[config.mk]
export PLATFORM = sky130hd
export DESIGN_NAME = cordic_hyp_seq
export DESIGN_NICKNAME = d
export VERILOG_FILES = /design/src/rtl/cordic_hyp_seq.sv
export SDC_FILE = /design/constraint.sdc
export NUM_CORES = 1
export LEC_CHECK = 0
export ABC_AREA = 1
export BUFFER_PORTS_ARGS = -buffer_cell sky130_fd_sc_hd__clkbuf_2
export CAP_MARGIN = 15
export CORE_UTILIZATION = 30
export DETAILED_ROUTE_END_ITERATION = 10
export PLACE_DENSITY = 0.61
export SYNTH_ARGS = -nofsm -noshare
export SYNTH_HDL_FRONTEND = slang
export SYNTH_SLANG_ARGS = --single-unit
[constraint.sdc]
create_clock -name clk -period 5.95 [get_ports clk]
set_input_delay 1.19 -clock clk [delete_from_list [all_inputs] [get_ports clk]]
set_output_delay 1.19 -clock clk [all_outputs]
set_load 0.02 [all_outputs]
[src/rtl/cordic_hyp_seq.sv]
// rtl/cordic_hyp_seq.sv - load/reset/run sequencer for one cordic_hyp NCO core
module cordic_hyp_seq #(
  parameter int NUM_SAMPLES = 4096,
  parameter int RST_CYCLES  = 2
) (
  input  logic        clk,
  input  logic        reset,
  input  logic        start,
  input  logic        reload,
  input  logic        stop,
  input  logic        cfg_valid,
  output logic        cfg_ready,
  input  logic [15:0] cfg_fcw,
  input  logic [15:0] cfg_offset,
  output logic        rom_en,
  output logic [5:0]  rom_addr,
  input  logic [47:0] rom_data,
  output logic        core_reset,
  output logic        core_cen,
  output logic        core_wen,
  output logic [5:0]  core_index,
  output logic [47:0] core_d,
  output logic [15:0] core_fcw,
  output logic [15:0] core_offset,
  input  logic [15:0] core_amp,
  input  logic        core_wen_out,
  output logic        sample_valid,
  output logic [15:0] sample_data,
  output logic        busy,
  output logic        done,
  output logic        lut_loaded
);

  typedef enum logic [1:0] {IDLE, LOAD, RSTP, RUN} state_e;

  localparam logic [6:0]  LOAD_LAST = 7'd64;
  localparam logic [6:0]  RST_LAST  = 7'(RST_CYCLES - 1);
  localparam logic [15:0] NS_LAST   = 16'(NUM_SAMPLES);
  localparam bit          FREE_RUN  = (NUM_SAMPLES == 0);

  state_e      state_q, state_d;
  logic [6:0]  cnt_q, cnt_d;
  logic [15:0] smp_cnt_q, smp_cnt_d;
  logic        lut_loaded_q, lut_loaded_d;
  logic        rom_en_q, rom_en_d;
  logic [5:0]  rom_addr_q, rom_addr_d;
  logic        core_reset_q, core_reset_d;
  logic        core_cen_q, core_cen_d;
  logic        core_wen_q, core_wen_d;
  logic [5:0]  core_index_q, core_index_d;
  logic [15:0] core_fcw_q, core_fcw_d;
  logic [15:0] core_offset_q, core_offset_d;
  logic        sample_valid_q, sample_valid_d;
  logic [15:0] sample_data_q, sample_data_d;
  logic        done_q, done_d;

  always_comb begin
    state_d        = state_q;
    cnt_d          = cnt_q;
    smp_cnt_d      = smp_cnt_q;
    lut_loaded_d   = lut_loaded_q;
    rom_en_d       = rom_en_q;
    rom_addr_d     = rom_addr_q;
    core_reset_d   = core_reset_q;
    core_cen_d     = core_cen_q;
    core_wen_d     = core_wen_q;
    core_index_d   = core_index_q;
    core_fcw_d     = core_fcw_q;
    core_offset_d  = core_offset_q;
    sample_valid_d = 1'b0;
    sample_data_d  = sample_data_q;
    done_d         = 1'b0;

    if (cfg_valid && cfg_ready) begin
      core_fcw_d    = cfg_fcw;
      core_offset_d = cfg_offset;
    end

    if (stop) begin
      state_d      = IDLE;
      core_reset_d = 1'b1;
      core_cen_d   = 1'b1;
      core_wen_d   = 1'b1;
      rom_en_d     = 1'b0;
      if (state_q == LOAD) lut_loaded_d = 1'b0;
    end else begin
      case (state_q)
        IDLE: begin
          core_reset_d = 1'b1;
          core_cen_d   = 1'b1;
          if (start) begin
            core_cen_d = 1'b0;
            cnt_d      = '0;
            if (reload || !lut_loaded_q) begin
              state_d      = LOAD;
              lut_loaded_d = 1'b0;
              rom_en_d     = 1'b1;
              rom_addr_d   = '0;
            end else begin
              state_d = RSTP;
            end
          end
        end
        LOAD: begin
          // ROM read for entry k+1 overlaps the core write of entry k
          cnt_d = cnt_q + 7'd1;
          if (cnt_q == LOAD_LAST) begin
            core_wen_d   = 1'b1;
            lut_loaded_d = 1'b1;
            state_d      = RSTP;
            cnt_d        = '0;
          end else begin
            core_wen_d   = 1'b0;
            core_index_d = cnt_q[5:0];
            rom_en_d     = (cnt_q < 7'd63);
            rom_addr_d   = cnt_q[5:0] + 6'd1;
          end
        end
        RSTP: begin
          smp_cnt_d = '0;
          cnt_d     = cnt_q + 7'd1;
          if (cnt_q == RST_LAST) begin
            state_d      = RUN;
            core_reset_d = 1'b0;
          end
        end
        RUN: begin
          if (core_wen_out) begin
            sample_valid_d = 1'b1;
            sample_data_d  = core_amp;
            smp_cnt_d      = smp_cnt_q + 16'd1;
            if (!FREE_RUN && (smp_cnt_q + 16'd1 == NS_LAST)) begin
              done_d  = 1'b1;
              state_d = IDLE;
            end
          end
        end
        default: state_d = IDLE;
      endcase
    end
  end

  always_ff @(posedge clk or posedge reset) begin
    if (reset) begin
      state_q        <= IDLE;
      cnt_q          <= '0;
      smp_cnt_q      <= '0;
      lut_loaded_q   <= 1'b0;
      rom_en_q       <= 1'b0;
      rom_addr_q     <= '0;
      core_reset_q   <= 1'b1;
      core_cen_q     <= 1'b1;
      core_wen_q     <= 1'b1;
      core_index_q   <= '0;
      core_fcw_q     <= '0;
      core_offset_q  <= '0;
      sample_valid_q <= 1'b0;
      sample_data_q  <= '0;
      done_q         <= 1'b0;
    end else begin
      state_q        <= state_d;
      cnt_q          <= cnt_d;
      smp_cnt_q      <= smp_cnt_d;
      lut_loaded_q   <= lut_loaded_d;
      rom_en_q       <= rom_en_d;
      rom_addr_q     <= rom_addr_d;
      core_reset_q   <= core_reset_d;
      core_cen_q     <= core_cen_d;
      core_wen_q     <= core_wen_d;
      core_index_q   <= core_index_d;
      core_fcw_q     <= core_fcw_d;
      core_offset_q  <= core_offset_d;
      sample_valid_q <= sample_valid_d;
      sample_data_q  <= sample_data_d;
      done_q         <= done_d;
    end
  end

  // ROM data arrives the cycle after the read, so it passes straight through while writing
  assign core_d       = core_wen_q ? 48'd0 : rom_data;
  assign cfg_ready    = (state_q == IDLE) || (state_q == RUN);
  assign busy         = (state_q != IDLE);
  assign rom_en       = rom_en_q;
  assign rom_addr     = rom_addr_q;
  assign core_reset   = core_reset_q;
  assign core_cen     = core_cen_q;
  assign core_wen     = core_wen_q;
  assign core_index   = core_index_q;
  assign core_fcw     = core_fcw_q;
  assign core_offset  = core_offset_q;
  assign sample_valid = sample_valid_q;
  assign sample_data  = sample_data_q;
  assign done         = done_q;
  assign lut_loaded   = lut_loaded_q;

endmodule
==> results.json, run 1 <==
{
  "status": "finished with violations",
  "violations": "design-rule violations",
  "routed_via_density": 4.43,
  "worstSkewPairLatency_ns": 0.34,
  "clk_pin_slew_ns": 0.07,
  "required_ns": 4.76,
  "pwr_density_cell_mw_per_mm2": 433,
  "vias": 4284,
  "cts_max_path_buffers": 2,
  "grt-ovfl-total": 0,
  "grt_pass1_wl_um": 19100,
  "tritoncts": "built",
  "syn_area_mm2": 0.00464,
  "max_cap_violations": 0,
  "grt.total_usage_pct": 15.2,
  "io_buffers": 219,
  "place_hpwl_um": 9240,
  "synth_common_cells": "nand2_1, inv_1, dfrtp_1",
  "synth_ff_type": "dfrtp_1",
  "coreArea_mm2": 0.0151,
  "die_x_um": 126,
  "async_flop_share_pct": 100,
  "ys_types": 32,
  "htree_num_levels": 3,
  "fin_nets": 886,
  "seq_area_frac_synth_pct": 49.7,
  "synthCells": 557,
  "synth_area_leaders": "dfrtp_1, nand2_1, mux2_2",
  "crit_type": "reg -> out",
  "fin_util_pct": 41.0,
  "grt_max_degree": 64,
  "hold_violations": 0,
  "antenna-diode-count": 0,
  "yosysMostFrequentCell": "nand2_1",
  "holdBufCountCts": 0,
  "cts_buffers": 9,
  "grt_pass1_vias": 3967,
  "cts_setup_buffers": 0,
  "final.min_clock_period_ns": 2.96,
  "synth_nets": 670,
  "antenna_found_initial": 0,
  "pre_cts_slack_ns": 3.12,
  "critPathArrivalTime_ns": 1.77,
  "p_leak_nw": 3.49,
  "rsz0062_at_grt": "false",
  "die_y_um": 126,
  "yosys.area.top_type": "dfrtp_1",
  "tightest_slew_ns": 0.797,
  "finalWirelength_um": 12000,
  "synth-edff-count": 0,
  "drive_gt1_share_pct": 37.3,
  "slew_violations": 0,
  "wl_per_cell_um": 12.4,
  "rows": 45,
  "cts_resized": 0,
  "worstSetupStartpointType": "flip-flop",
  "dp_cells": 950,
  "slew_headroom_pct": 46.9,
  "hold_class": "reg -> reg",
  "initial_core_util_pct": 30.6,
  "area_growth_pct": 33.9,
  "max_freq_mhz": 338,
  "dr.first_iter.drc_count": 138,
  "io_pins": 220,
  "synth-seq-cells": 92,
  "cp_max_fo": 50,
  "crit_path_end_kind": "primary output",
  "skew_ns": 0.00588,
  "finalNonFillerCells": 966,
  "setup_viol": 0,
  "gp_congestion": 0.795,
  "power_mw": 2.69,
  "worst_slack_ns": 2.99,
  "die_area_mm2": 0.0160,
  "fin_setup_tns_ns": 0,
  "ant_nets": 0,
  "synth_area_per_cell_um2": 8.32,
  "timing.final.crit_share_pct": 49.8,
  "drc_errors": 2,
  "dr.pass1.iters": 7,
  "ir_worst_vdd_mv": 0.288,
  "yosys.area.top_type_share_pct": 48.0,
  "clock_sinks": 92,
  "yosys_warnings": 0,
  "clock_tree.root_cell": "clkbuf_16"
}
[registers in the layout, indices dropped and copies added, names as in the netlist, 2 cells and up]
signal,flops
state_q,2
sample_data,16
core_fcw,16
smp_cnt_q,16
cnt_q,7
core_offset,16
core_index,6
rom_addr,6
[through the flow]
stage	area (µm²)	hold slack, ns
3_3_place_gp	5920	0.464
6_report	6210	0.472
4_1_cts	6210	0.478
3_5_place_dp	5920	0.466
2_1_floorplan	4640	0.488
5_1_grt	6210	0.490
[metal layers]
layer	track usage (%)	part of all wire, %	up-vias
met3	3.46	6.4	9
li1	-	-	2166
met4	5.67	1.2	0
met5	0	0	-
met2	27.9	50	174
met1	17.2	42	1935
[cell families after synthesis]
family,after synthesis,share of synthesized area (%)
AO/OA/AOI/OAI,47,6.56
adder cells (fa/ha/maj),10,2.70
flip-flops,92,49.7
multiplexers,32,7.77
AND/OR/NAND/NOR,258,23.2
XOR/XNOR,4,0.756
buffers and inverters,114,9.31
[layout make-up]
class                           count  area, µm²
Fill cell                        1546       8940
Sequential cell                    92       2310
Multi-Input combinational cell    351       1900
Timing Repair Buffer              222       1120
Inverter                           97        365
Clock buffer                       10        239
Tap cell                          188        235
Clock inverter                      6       46.3
[report_power, final]
part           switching [mW]  internal, mW  total (mW)
registers               0.160         0.840        1.00
logic                   0.714         0.426        1.14
clock network           0.249         0.298       0.547
[worst max-delay path, stage by stage, from the launching register on]
cell and delay (ns):
dfstp_2 1.05, nor2_1 0.17, clkbuf_2 0.20
[placed cells by master, fill, tap and decap left out, types with 5 or more instances in the layout]
master | netlist | routed
clkbuf_16 | 0 | 9
clkbuf_2 | 0 | 219
dfrtp_1 | 89 | 89
ha_1 | 10 | 10
inv_1 | 94 | 93
mux2_2 | 32 | 32
nand2_1 | 139 | 139
nand2_2 | 5 | 5
nand3_1 | 19 | 19
nand4_1 | 8 | 8
nor2_1 | 76 | 76
o21ai_0 | 16 | 16
o22ai_1 | 15 | 15
o31ai_1 | 7 | 7
[final timing paths]
check / from / to / slack [ns] / cells after the start
max in group asynchronous: reset / smp_cnt_q[11] / 3.94 / 3
worst max register to register: state_q[0] / rom_addr[5] / 3.77 / 9
worst min register to register: core_cen / core_cen / 0.47 / 2
worst min-delay path: core_cen / core_cen / 0.47 / 2
worst max-delay path: core_wen / core_d[18] / 2.99 / 2
min in group asynchronous: reset / core_offset[3] / 0.83 / 2
Note: power is estimated with default switching activity, not from simulation.
==> inputs of run 2 (changes only) <==
==> constraint.sdc (replaced) <==
create_clock -name clk -period 3.02 [get_ports clk]
set_input_delay 0.604 -clock clk [delete_from_list [all_inputs] [get_ports clk]]
set_output_delay 0.604 -clock clk [all_outputs]
set_load 0.02 [all_outputs]
==> results.json, run 2 (synthesis gave the netlist of run 1 again) <==
{
  "initial_core_util_pct": 30.6,
  "drc_errors": 0,
  "die_x_um": 126,
  "grt.total_usage_pct": 15.5,
  "max_freq_mhz": 430,
  "hold_class": "in -> async",
  "dr.first_iter.drc_count": 105,
  "holdBufCountCts": 0,
  "max_cap_violations": 0,
  "final_cell_mix": "clkbuf_2, nand2_1, inv_1",
  "final.min_clock_period_ns": 2.33,
  "rsz0062_at_grt": "false",
  "pwr-share-clk_pct": 19.6,
  "wl_per_cell_um": 12.5,
  "grt_max_degree": 51,
  "finalNonFillerCells": 968,
  "crit_path_end_kind": "primary output",
  "drive_gt1_share_pct": 37.1,
  "gp_congestion": 0.771,
  "antenna_found_initial": 0,
  "coreArea_mm2": 0.0151,
  "io_buffers": 219,
  "slowest_delay_ns": 1.05,
  "required_ns": 2.42,
  "final_area_mm2": 0.00621,
  "cts_resized": 0,
  "timing.final.crit_share_pct": 77.0,
  "hold_violations": 0,
  "io_pins": 220,
  "clk_pin_slew_ns": 0.07,
  "crit_type": "reg -> out",
  "hold_slack_ns": 0.384,
  "p_sw_share_pct": 41.8,
  "cp_max_fo": 50,
  "internal_power_mw": 3.06,
  "grt-ovfl-total": 0,
  "htree_num_levels": 3,
  "crit_chain": "nor2_1, clkbuf_2",
  "routed_via_density": 4.47,
  "vias": 4323,
  "critPathSlowestCell": "dfstp_2",
  "tightest_slew_ns": 0.839,
  "clock_tree.root_cell": "clkbuf_16",
  "ant_nets": 0,
  "final_common_cell": "clkbuf_2",
  "slew_violations": 0,
  "dp_cells": 952,
  "slew_headroom_pct": 44.0,
  "clock_sinks": 92,
  "place_hpwl_um": 9290,
  "ir_worst_vdd_mv": 0.516,
  "worstSetupStartpointType": "flip-flop",
  "rows": 45,
  "fin_setup_tns_ns": 0,
  "placed_area_mm2": 0.00595,
  "setup_viol": 0,
  "cts_setup_buffers": 0,
  "switchingPower_mw": 2.20,
  "p_leak_nw": 3.49,
  "combPwrFrac_pct": 43.0,
  "power_frac_seq_pct": 37.5,
  "status": "complete, no violations",
  "grt_pass1_wl_um": 19200,
  "fillCellCount": 1563,
  "cts_max_path_buffers": 2,
  "skew_ns": 0.00757,
  "grt_pass1_vias": 3947,
  "fin_nets": 888,
  "antenna-diode-count": 0,
  "area_growth_pct": 34.0,
  "worstSkewPairLatency_ns": 0.34,
  "die_area_mm2": 0.0160,
  "finalWirelength_um": 12100,
  "tritoncts": "built",
  "die_y_um": 126,
  "critPathArrivalTime_ns": 1.72,
  "pwr_density_cell_mw_per_mm2": 846,
  "dr.pass1.iters": 7,
  "cts_buffers": 9
}
-- run 2: cell count changes in the layout (fill, tap and decap cells not counted) --
| cell | change |
|---|---|
| clkbuf_8 | -1 |
| buf_12 | +1 |
| buf_4 | +1 |
| clkbuf_1 | +3 |
| clkinvlp_4 | -1 |
| inv_6 | -2 |
| clkinv_2 | +1 |
-- run 2: final timing paths --
check                                  start              end  slack (ns)  depth (start not counted)
worst min register to register      core_cen         core_cen        0.47                          2
max in group asynchronous              reset   sample_data[6]        1.96                          3
worst max-delay path                core_wen        core_d[4]        0.69                          2
worst max register to register    state_q[0]      rom_addr[2]        0.88                          9
worst min-delay path                   reset    core_index[0]        0.38                          2
min in group clk                core_amp[13]  sample_data[13]        0.46                          3
-- run 2: final cells by class --
type | count | area, µm² | share of cell area, %
Inverter | 97 | 365 | 5.88
Timing Repair Buffer | 224 | 1150 | 18.4
Clock buffer | 12 | 236 | 3.81
Multi-Input combinational cell | 351 | 1900 | 30.5
Tap cell | 188 | 235 | 3.79
Sequential cell | 92 | 2310 | 37.1
Clock inverter | 4 | 26.3 | 0.423
-- run 2: per-stage QoR --
step | setup WS (ns) | total power [mW] | utilization (%)
2_1_floorplan | 0.0290 | 3.49 | -
3_3_place_gp | 0.918 | 4.26 | 39.3
3_5_place_dp | 0.824 | 4.27 | 39.3
4_1_cts | 0.654 | 5.33 | 41.0
5_1_grt | 0.535 | 5.63 | 41.0
6_report | 0.694 | 5.26 | 41.0
-- run 2: per-layer routing --
metal  global-route usage, %  vias to the layer above  part of all wire, %
li1                        -                     2168                    -
met1                    17.9                     1973                   43
met2                    27.1                      170                   49
met3                    3.84                       12                  6.2
met4                    6.59                        0                  1.5
met5                       0                        -                    0
-- run 2: worst max-delay path: cells and delay by family, from the launching register on --
family                 cells  cell delay (ns)
flip-flops                 1             1.05
buffers and inverters      1             0.19
AND/OR/NAND/NOR            1             0.13
-- run 2: power by group through the flow --
stage          logic [mW]  clock network, mW  registers (mW)
2_1_floorplan        1.20                  0            2.30
3_3_place_gp         2.27                  0            1.99
3_5_place_dp         2.28                  0            1.99
4_1_cts              2.29               1.07            1.97
5_1_grt              2.48               1.11            2.04
6_report             2.26               1.03            1.97
==> inputs of run 3 (changes only) <==
--- a/config.mk
+++ b/config.mk
@@ -10,7 +10,7 @@
 export CAP_MARGIN = 15
 export CORE_UTILIZATION = 30
 export DETAILED_ROUTE_END_ITERATION = 10
-export PLACE_DENSITY = 0.61
+export PLACE_DENSITY = 0.63
 export SYNTH_ARGS = -nofsm -noshare
 export SYNTH_HDL_FRONTEND = slang
 export SYNTH_SLANG_ARGS = --single-unit
==> constraint.sdc (replaced) <==
create_clock -name clk -period 2 [get_ports clk]
set_input_delay 0.4 -clock clk [delete_from_list [all_inputs] [get_ports clk]]
set_output_delay 0.4 -clock clk [all_outputs]
set_load 0.02 [all_outputs]
==> results.json, run 3 (synthesis gave the netlist of run 1 again) <==
{
  "status": "complete, no violations",
  "die_x_um": 126,
  "rows": 45,
  "worstReg2RegStart": "state_q[0]",
  "routed_via_density": 4.42,
  "slowest_delay_ns": 0.40,
  "r2r_cells": 10,
  "clock_sinks": 92,
  "place_hpwl_um": 9640,
  "ir_worst_vdd_mv": 0.737,
  "worstSetupStartpointType": "flip-flop",
  "p_leak_nw": 3.59,
  "wl_per_cell_um": 12.6,
  "antenna-diode-count": 0,
  "pre_cts_slack_ns": 0.140,
  "crit_type": "reg -> out",
  "die_y_um": 126,
  "area_growth_pct": 38.3,
  "coreArea_mm2": 0.0151,
  "htree_num_levels": 3,
  "cp_max_fo": 4,
  "die_area_mm2": 0.0160,
  "final_common_cell": "clkbuf_2",
  "worst_slack_ns": 0.102,
  "grt_max_degree": 50,
  "dr.pass1.iters": 6,
  "setup_viol": 0,
  "io_pins": 220,
  "clock_tree.root_cell": "clkbuf_16",
  "cts_buffers": 9,
  "hold_violations": 0,
  "grt-ovfl-total": 0,
  "skew_ns": 0.0104,
  "gp_congestion": 0.769,
  "grt_pass1_wl_um": 20100,
  "fin_setup_tns_ns": 0,
  "path_delay_family": "buffers and inverters",
  "vias": 4336,
  "max_freq_mhz": 527,
  "rrSetupSlack_ns": 0.19,
  "final_cell_mix": "clkbuf_2, nand2_1, inv_1",
  "final.min_clock_period_ns": 1.90,
  "grt_pass1_vias": 4101,
  "critPathSlowestCell": "dfrtp_1",
  "crit_chain": "inv_1, ha_1, inv_1, clkbuf_2",
  "cts_max_path_buffers": 2,
  "critPathArrivalTime_ns": 1.50,
  "holdBufCountCts": 0,
  "slew_violations": 0,
  "crit_top_cell": "inv_1",
  "r2r-end": "rom_addr[5]",
  "max_cap_violations": 0,
  "fin_nets": 901,
  "dr.first_iter.drc_count": 154,
  "drive_gt1_share_pct": 39.0,
  "cp_num_cells": 4,
  "timing.final.crit_share_pct": 94.9,
  "slew_headroom_pct": 64.5,
  "worstSkewPairLatency_ns": 0.36,
  "clk_pin_slew_ns": 0.07,
  "antenna_found_initial": 0,
  "finalWirelength_um": 12400,
  "multi_input_area_mm2": 0.00191,
  "tightest_slew_ns": 0.531,
  "pwr_density_cell_mw_per_mm2": 1310,
  "crit_path_end_kind": "primary output",
  "hold_class": "in -> async",
  "io_buffers": 219,
  "grt.total_usage_pct": 16.0,
  "ant_nets": 0,
  "critPathBufInv": 3,
  "tritoncts": "built",
  "drc_errors": 0,
  "initial_core_util_pct": 30.6,
  "required_ns": 1.60,
  "seqCellArea_mm2": 0.00231,
  "fillCellCount": 1579
}
## run 3: layer usage
| layer | routed length [µm] | GRT usage, % |
|---|---|---|
| met1 | 5210 | 18.2 |
| met2 | 6210 | 28.9 |
| met3 | 810 | 4.26 |
| met4 | 183 | 5.74 |
| met5 | 0 | 0 |
## run 3: timing repair
action | CTS | global route
resized for setup | 0 | 5
buffers inserted | 0 | 4
endpoints found under the setup margin | 0 | 8
## run 3: worst max-delay path by stage
stage	slack [ns]	start	to
5_1_grt	-0.002	state_q[0]	rom_addr[5]
3_5_place_dp	0.14	smp_cnt_q[1]	state_q[0]
4_1_cts	0.07	state_q[0]	cfg_ready
6_report	0.10	state_q[0]	cfg_ready
2_1_floorplan	0.14	state_q[0]	rom_addr[0]
3_3_place_gp	0.21	smp_cnt_q[1]	state_q[1]
## run 3: layout make-up
class	instances	share of cell area, %
Sequential cell	92	36.0
Multi-Input combinational cell	351	29.8
Clock buffer	9	3.51
Inverter	97	5.74
Tap cell	188	3.67
Clock inverter	7	1.25
Timing Repair Buffer	237	20.0
## run 3: worst reg2reg max path: cells and delay by family, from the launching register on
family	cells	cell delay [ns]
flip-flops	1	0.40
buffers and inverters	4	0.46
adder cells (fa/ha/maj)	1	0.22
AO/OA/AOI/OAI	1	0.20
AND/OR/NAND/NOR	4	0.44
## run 3: per-stage QoR
step	cells	hold slack (ns)	power [mW]	utilization (%)	area (µm²)
floorplan	557	0.488	5.28	-	4640
global placement	961	0.461	6.54	40.0	6060
detailed placement	961	0.467	6.59	40.0	6060
CTS	977	0.0793	8.42	42.0	6360
global route	981	0.112	8.93	42.3	6410
finish	981	0.0728	8.37	42.3	6410
## run 3: power by group
group          switching (mW)  internal (mW)
logic                    2.25           1.42
clock network           0.794          0.989
registers               0.418           2.50
